--- src/rtl/imem_loader_pkg.sv ---
// Shared types and constants for the instruction-memory boot loader.
package loader_pkg;

  localparam int unsigned LEN_WIDTH      = 16;
  localparam int unsigned BYTES_PER_WORD = 4;

  typedef enum logic [2:0] {
    LEN_HI,
    LEN_LO,
    DATA,
    CHECK,
    DRAIN,
    RUN,
    ERROR
  } state_t;

  // A word count larger than the memory depth cannot be loaded.
  function automatic logic len_too_big(input logic [LEN_WIDTH-1:0] n,
                                       input int unsigned aw);
    return {1'b0, n} > ((LEN_WIDTH+1)'(1) << aw);
  endfunction

endpackage

--- src/rtl/imem_loader_byte_packer.sv ---
// Packs accepted bytes MSB-first into 32-bit words and flags each
// completed word with a one-cycle registered strobe.
module byte_packer
  import loader_pkg::*;
(
  input  logic        clock,
  input  logic        reset,
  input  logic        clear,
  input  logic        byte_valid,
  input  logic [7:0]  byte_data,
  output logic        word_last,
  output logic        word_valid,
  output logic [31:0] word
);

  logic [1:0] idx;

  assign word_last = byte_valid && (idx == 2'(BYTES_PER_WORD - 1));

  // Shift register and byte index; word_valid follows the 4th byte.
  always_ff @(posedge clock) begin
    if (!reset) begin
      idx        <= '0;
      word       <= '0;
      word_valid <= 1'b0;
    end else begin
      word_valid <= word_last;
      if (clear) begin
        idx <= '0;
      end else if (byte_valid) begin
        word <= {word[23:0], byte_data};
        idx  <= idx + 2'd1;
      end
    end
  end

endmodule

--- src/rtl/imem_loader.sv ---
// Boot loader: parses a 16-bit big-endian word count, writes the packed
// words into instruction memory and then releases the CPU.
// Optional trailing XOR checksum byte: define LOADER_CHECKSUM_EN.
module imem_loader
  import loader_pkg::*;
#(
  parameter int unsigned ADDR_WIDTH = 8
) (
  input  logic                  clock,
  input  logic                  reset,
  input  logic [7:0]            in_data,
  input  logic                  in_valid,
  output logic                  in_ready,
  input  logic                  reload,
  output logic                  imem_we,
  output logic [ADDR_WIDTH-1:0] imem_addr,
  output logic [31:0]           imem_wdata,
  output logic                  cpu_run,
  output logic                  done,
  output logic                  error,
  output logic [15:0]           words_loaded
);

  state_t               state;
  logic [7:0]           len_hi;
  logic [LEN_WIDTH-1:0] len;
  logic                 accept;
  logic                 pack_valid;
  logic                 pack_clear;
  logic                 word_last;
`ifdef LOADER_CHECKSUM_EN
  logic [7:0]           csum;
`endif

  assign accept     = in_valid && in_ready;
  assign pack_valid = accept && (state == DATA);
  assign pack_clear = reload && ((state == RUN) || (state == ERROR));

  byte_packer u_packer (
    .clock      (clock),
    .reset      (reset),
    .clear      (pack_clear),
    .byte_valid (pack_valid),
    .byte_data  (in_data),
    .word_last  (word_last),
    .word_valid (imem_we),
    .word       (imem_wdata)
  );

  // Load sequencer with registered handshake and status outputs.
  always_ff @(posedge clock) begin
    if (!reset) begin
      state        <= LEN_HI;
      in_ready     <= 1'b0;
      cpu_run      <= 1'b0;
      done         <= 1'b0;
      error        <= 1'b0;
      words_loaded <= '0;
      len_hi       <= '0;
      len          <= '0;
      imem_addr    <= '0;
`ifdef LOADER_CHECKSUM_EN
      csum         <= '0;
`endif
    end else begin
      if (word_last) begin
        imem_addr <= words_loaded[ADDR_WIDTH-1:0];
        if (words_loaded != len) begin
          words_loaded <= words_loaded + 16'd1;
        end
      end
      case (state)
        LEN_HI: begin
          in_ready <= 1'b1;
          if (accept) begin
            len_hi <= in_data;
            state  <= LEN_LO;
          end
        end
        LEN_LO: begin
          if (accept) begin
            len <= {len_hi, in_data};
            if (len_too_big({len_hi, in_data}, ADDR_WIDTH)) begin
              state    <= ERROR;
              in_ready <= 1'b0;
              error    <= 1'b1;
            end else if ({len_hi, in_data} == '0) begin
`ifdef LOADER_CHECKSUM_EN
              state    <= CHECK;
`else
              state    <= DRAIN;
              in_ready <= 1'b0;
`endif
            end else begin
              state <= DATA;
            end
          end
        end
        DATA: begin
          if (accept) begin
`ifdef LOADER_CHECKSUM_EN
            csum <= csum ^ in_data;
`endif
            if (word_last && ((words_loaded + 16'd1) == len)) begin
`ifdef LOADER_CHECKSUM_EN
              state    <= CHECK;
`else
              state    <= DRAIN;
              in_ready <= 1'b0;
`endif
            end
          end
        end
`ifdef LOADER_CHECKSUM_EN
        CHECK: begin
          if (accept) begin
            in_ready <= 1'b0;
            if (in_data == csum) begin
              state <= DRAIN;
            end else begin
              state <= ERROR;
              error <= 1'b1;
            end
          end
        end
`endif
        DRAIN: begin
          state   <= RUN;
          cpu_run <= 1'b1;
          done    <= 1'b1;
        end
        RUN, ERROR: begin
          if (reload) begin
            state        <= LEN_HI;
            in_ready     <= 1'b1;
            cpu_run      <= 1'b0;
            done         <= 1'b0;
            error        <= 1'b0;
            words_loaded <= '0;
`ifdef LOADER_CHECKSUM_EN
            csum         <= '0;
`endif
          end
        end
        default: begin
          state    <= LEN_HI;
          in_ready <= 1'b0;
        end
      endcase
    end
  end

endmodule
--- config.mk ---
export PLATFORM = sky130hd
export DESIGN_NAME = imem_loader
export DESIGN_NICKNAME = d
export VERILOG_FILES = /design/src/rtl/imem_loader_pkg.sv /design/src/rtl/imem_loader_byte_packer.sv /design/src/rtl/imem_loader.sv
export SDC_FILE = /design/constraint.sdc
export NUM_CORES = 1
export LEC_CHECK = 0
export CORE_ASPECT_RATIO = 0.5
export CORE_MARGIN = 2
export CORE_UTILIZATION = 46
export CTS_CLUSTER_SIZE = 14
export DETAILED_ROUTE_END_ITERATION = 16
export PLACE_DENSITY = 0.71
export REMOVE_ABC_BUFFERS = 1
export SETUP_SLACK_MARGIN = 0.5
export SKIP_CTS_REPAIR_TIMING = 1
export SYNTH_ARGS = -nofsm -noshare
export SYNTH_HDL_FRONTEND = slang
export SYNTH_SLANG_ARGS = --single-unit
--- constraint.sdc ---
create_clock -name clock -period 2.94 [get_ports clock]
set_clock_uncertainty 0.15 [all_clocks]
set_input_delay 0.588 -clock clock [delete_from_list [all_inputs] [get_ports clock]]
set_output_delay 0.588 -clock clock [all_outputs]
set_load 0.01 [all_outputs]
==> impl_metrics.py <==
metrics = {
    "run_status": {
        "outcome": "finished, final reports clean",
    },
    "floorplanning": {
        "coreArea_sq_um": 8890,
        "die_area_sq_um": 10200,
        "die_h_um": 72.4,
        "io_pins": 73,
        "initial_core_util_pct": 48.4,
        "die_w_um": 141,
        "rows": 24,
    },
    "timing": {
        "finalWorstSetupSlack_ps": 537,
        "maxSlewViolCount": 0,
        "fin_crit_sh_pct": 81.7,
        "slew_headroom_pct": 60.3,
        "holdWs_ps": 311,
        "finalSetupViolations": 0,
        "worstMarginPinSlew_ps": 595,
        "period_needed_ps": 2400,
        "max_freq_mhz": 416,
        "rsz0062_at_grt": "false",
        "hold_viol": 0,
    },
    "logic_synthesis": {
        "synth.distinct_cells": 55,
        "synth_edf_count": 0,
        "synth_seq_area_share_pct": 41.4,
        "synth_top_area_share_pct": 41.4,
        "synthTopCellsByArea": "dfxtp_1 (41%), nand2_1 (8.0%), a21boi_0 (7.0%)",
        "synthCells": 495,
        "yosysTopAreaCell": "dfxtp_1",
        "syn_area_sq_um": 4300,
        "synth_async_sr_flop_share_pct": 0,
        "synth_ff_type": "dfxtp_1",
        "ys_warn_count": 0,
        "avgSynthCellArea_sq_um": 8.69,
        "synth_seq_cells": 89,
    },
    "placed_design": {
        "placed_cells": 671,
        "hpwl_mm": 7.35,
        "place.gp.congestion": 0.906,
        "pre_cts_ws_ps": 142,
        "portBuffers": 72,
    },
    "clock_tree": {
        "numClockSinks": 89,
        "cts_made_buffers": 9,
        "clock_latency_ps": 340,
        "ctsLongestPathBuffers": 2,
        "clk_pin_slew_ps": 60,
        "root_buffer": "clkbuf_16",
        "cts.htree.levels": 3,
        "tritoncts": "done",
    },
    "critical_path": {
        "arrival_ps": 2460,
        "required_ps": 3000,
        "path_class": "reg -> reg",
        "critPathCaptureType": "flip-flop",
        "startpoint_type": "flip-flop",
        "crit_fanout": 3,
    },
    "global_route": {
        "grt_pass1_wl_mm": 17.4,
        "grt_usage_pct": 21.5,
        "grt_pass1_vias": 3409,
        "grt_max_degree": 71,
        "antenna_found_initial": 0,
        "overflow": 0,
    },
    "power": {
        "p_sw_mw": 0.765,
        "pwr-share-comb_pct": 14.3,
        "power_frac_seq_pct": 43.9,
        "p_leak_nw": 1.93,
        "power_frac_clock_pct": 41.8,
        "power_density_nw_per_um2": 518,
        "p_sw_share_pct": 25.7,
        "vdd_drop_max_mv": 0.282,
        "cell_internal_pwr_mw": 2.21,
        "power_mw": 2.97,
    },
    "detailed_routing": {
        "met2_length_mm": 4.58,
        "wl_per_cell_um": 16.0,
        "routed_wl_mm": 11.1,
        "highest_layer": "met4",
        "drcViolationCount": 0,
        "ant_nets": 0,
        "met1_length_mm": 5.98,
        "via_count": 3792,
        "drt_iter0_markers": 219,
        "wl_met3_um": 409,
        "vias_per_cell": 5.45,
        "dr.pass1.iters": 4,
    },
    "final_layout": {
        "final_common_cell": "nand2_1",
        "syn_to_final_growth_pct": 33.4,
        "stdcell_count": 696,
        "num_antenna_cells": 0,
        "drive_gt1_share_pct": 14.5,
        "finalNetCount": 588,
        "fillCellCount": 782,
        "final_cell_mix": "nand2_1 (91), dfxtp_1 (77), clkdlybuf4s50_1 (70)",
    },
    "min_path": {
        "hp-class": "reg -> reg",
    },
    "flow_run": {
        "cap_violations": 0,
    },
}
## power groups by stage
stage / Clock [mW] / Combinational (mW) / Sequential (mW)
2_1_floorplan: 0 / 0.225 / 1.33
3_3_place_gp: 0 / 0.397 / 1.33
3_5_place_dp: 0 / 0.399 / 1.33
4_1_cts: 1.27 / 0.402 / 1.30
5_1_grt: 1.31 / 0.465 / 1.31
6_report: 1.24 / 0.426 / 1.30
## routing by layer
layer | GRT usage [%] | vias up
met3 | 4.29 | 13
met1 | 32.3 | 1778
li1 | - | 1906
met4 | 7.00 | 0
met5 | 0 | -
met2 | 30.9 | 95
## critical path: stages, from the launching register on
cell	delay, ps
dfxtp_1	340
or4_1	520
nor4_1	400
nand4b_1	180
o2bb2ai_1	180
nor4_1	390
nor3b_1	110
## Yosys cell counts (all sizes together) (2+ instances only)
| cell | count |
|---|---|
| nand2 | 92 |
| dfxtp | 89 |
| a21boi | 40 |
| nor2b | 29 |
| clkbuf | 28 |
| mux2i | 25 |
| nand3 | 19 |
| xnor2 | 16 |
| a21oi | 15 |
| buf | 11 |
| nand4 | 11 |
| nor2 | 11 |
| o21ai | 10 |
| nor4 | 9 |
| or4 | 8 |
| xor2 | 7 |
| o211ai | 5 |
| or3 | 5 |
| a21o | 4 |
| and3 | 4 |
| and4 | 4 |
| nand2b | 4 |
| nor4b | 4 |
| a22oi | 3 |
| and2 | 3 |
| inv | 3 |
| nor3 | 3 |
| nor3b | 3 |
| o311ai | 3 |
| o31ai | 3 |
| o41ai | 3 |
| a211oi | 2 |
| ha | 2 |
| nand4b | 2 |
| o21a | 2 |
| o31a | 2 |
## cell families after synthesis
kind of cell / Yosys count / share of synthesized area (%)
simple gates: 215 / 25.8
compound gates: 98 / 16.1
flops: 89 / 41.4
buf+inv: 42 / 4.68
mux: 25 / 5.82
xor+xnor: 24 / 5.56
fa+ha+maj: 2 / 0.582
## flip-flops by register name, indices dropped and copies added, names as in the netlist, 2 cells and up
name	flops
len_hi	8
len	16
u_packer.word	32
words_loaded	16
u_packer.idx	2
imem_addr	8
state	3
## final timing paths
check | startpoint | to | slack, ps | cells after the start
max | len_hi[4] | state[1] | 540 | 6
min | u_packer.idx[1] | u_packer.idx[1] | 310 | 2
max reg2reg | len_hi[4] | state[1] | 540 | 6
min reg2reg | u_packer.idx[1] | u_packer.idx[1] | 310 | 2
## per-stage QoR
stage               area [sq um]  TNS (ps)  util, %
floorplan                   4110    -31690        -
CTS                         5530         0     62.2
global route                5740         0     64.6
detailed placement          5210         0     58.6
finish                      5740         0     64.6
global placement            5210         0     58.6
## layout make-up
| type | instances | area, sq um | share of cell area, % |
|---|---|---|---|
| Multi-Input combinational cell | 364 | 2450 | 42.8 |
| Clock buffer | 12 | 246 | 4.30 |
| Sequential cell | 89 | 1800 | 31.4 |
| Inverter | 3 | 11.3 | 0.196 |
| Tap cell | 117 | 146 | 2.55 |
| Clock inverter | 4 | 76.3 | 1.33 |
| Timing Repair Buffer | 107 | 1000 | 17.5 |
Power figures use the tool's default switching activity.
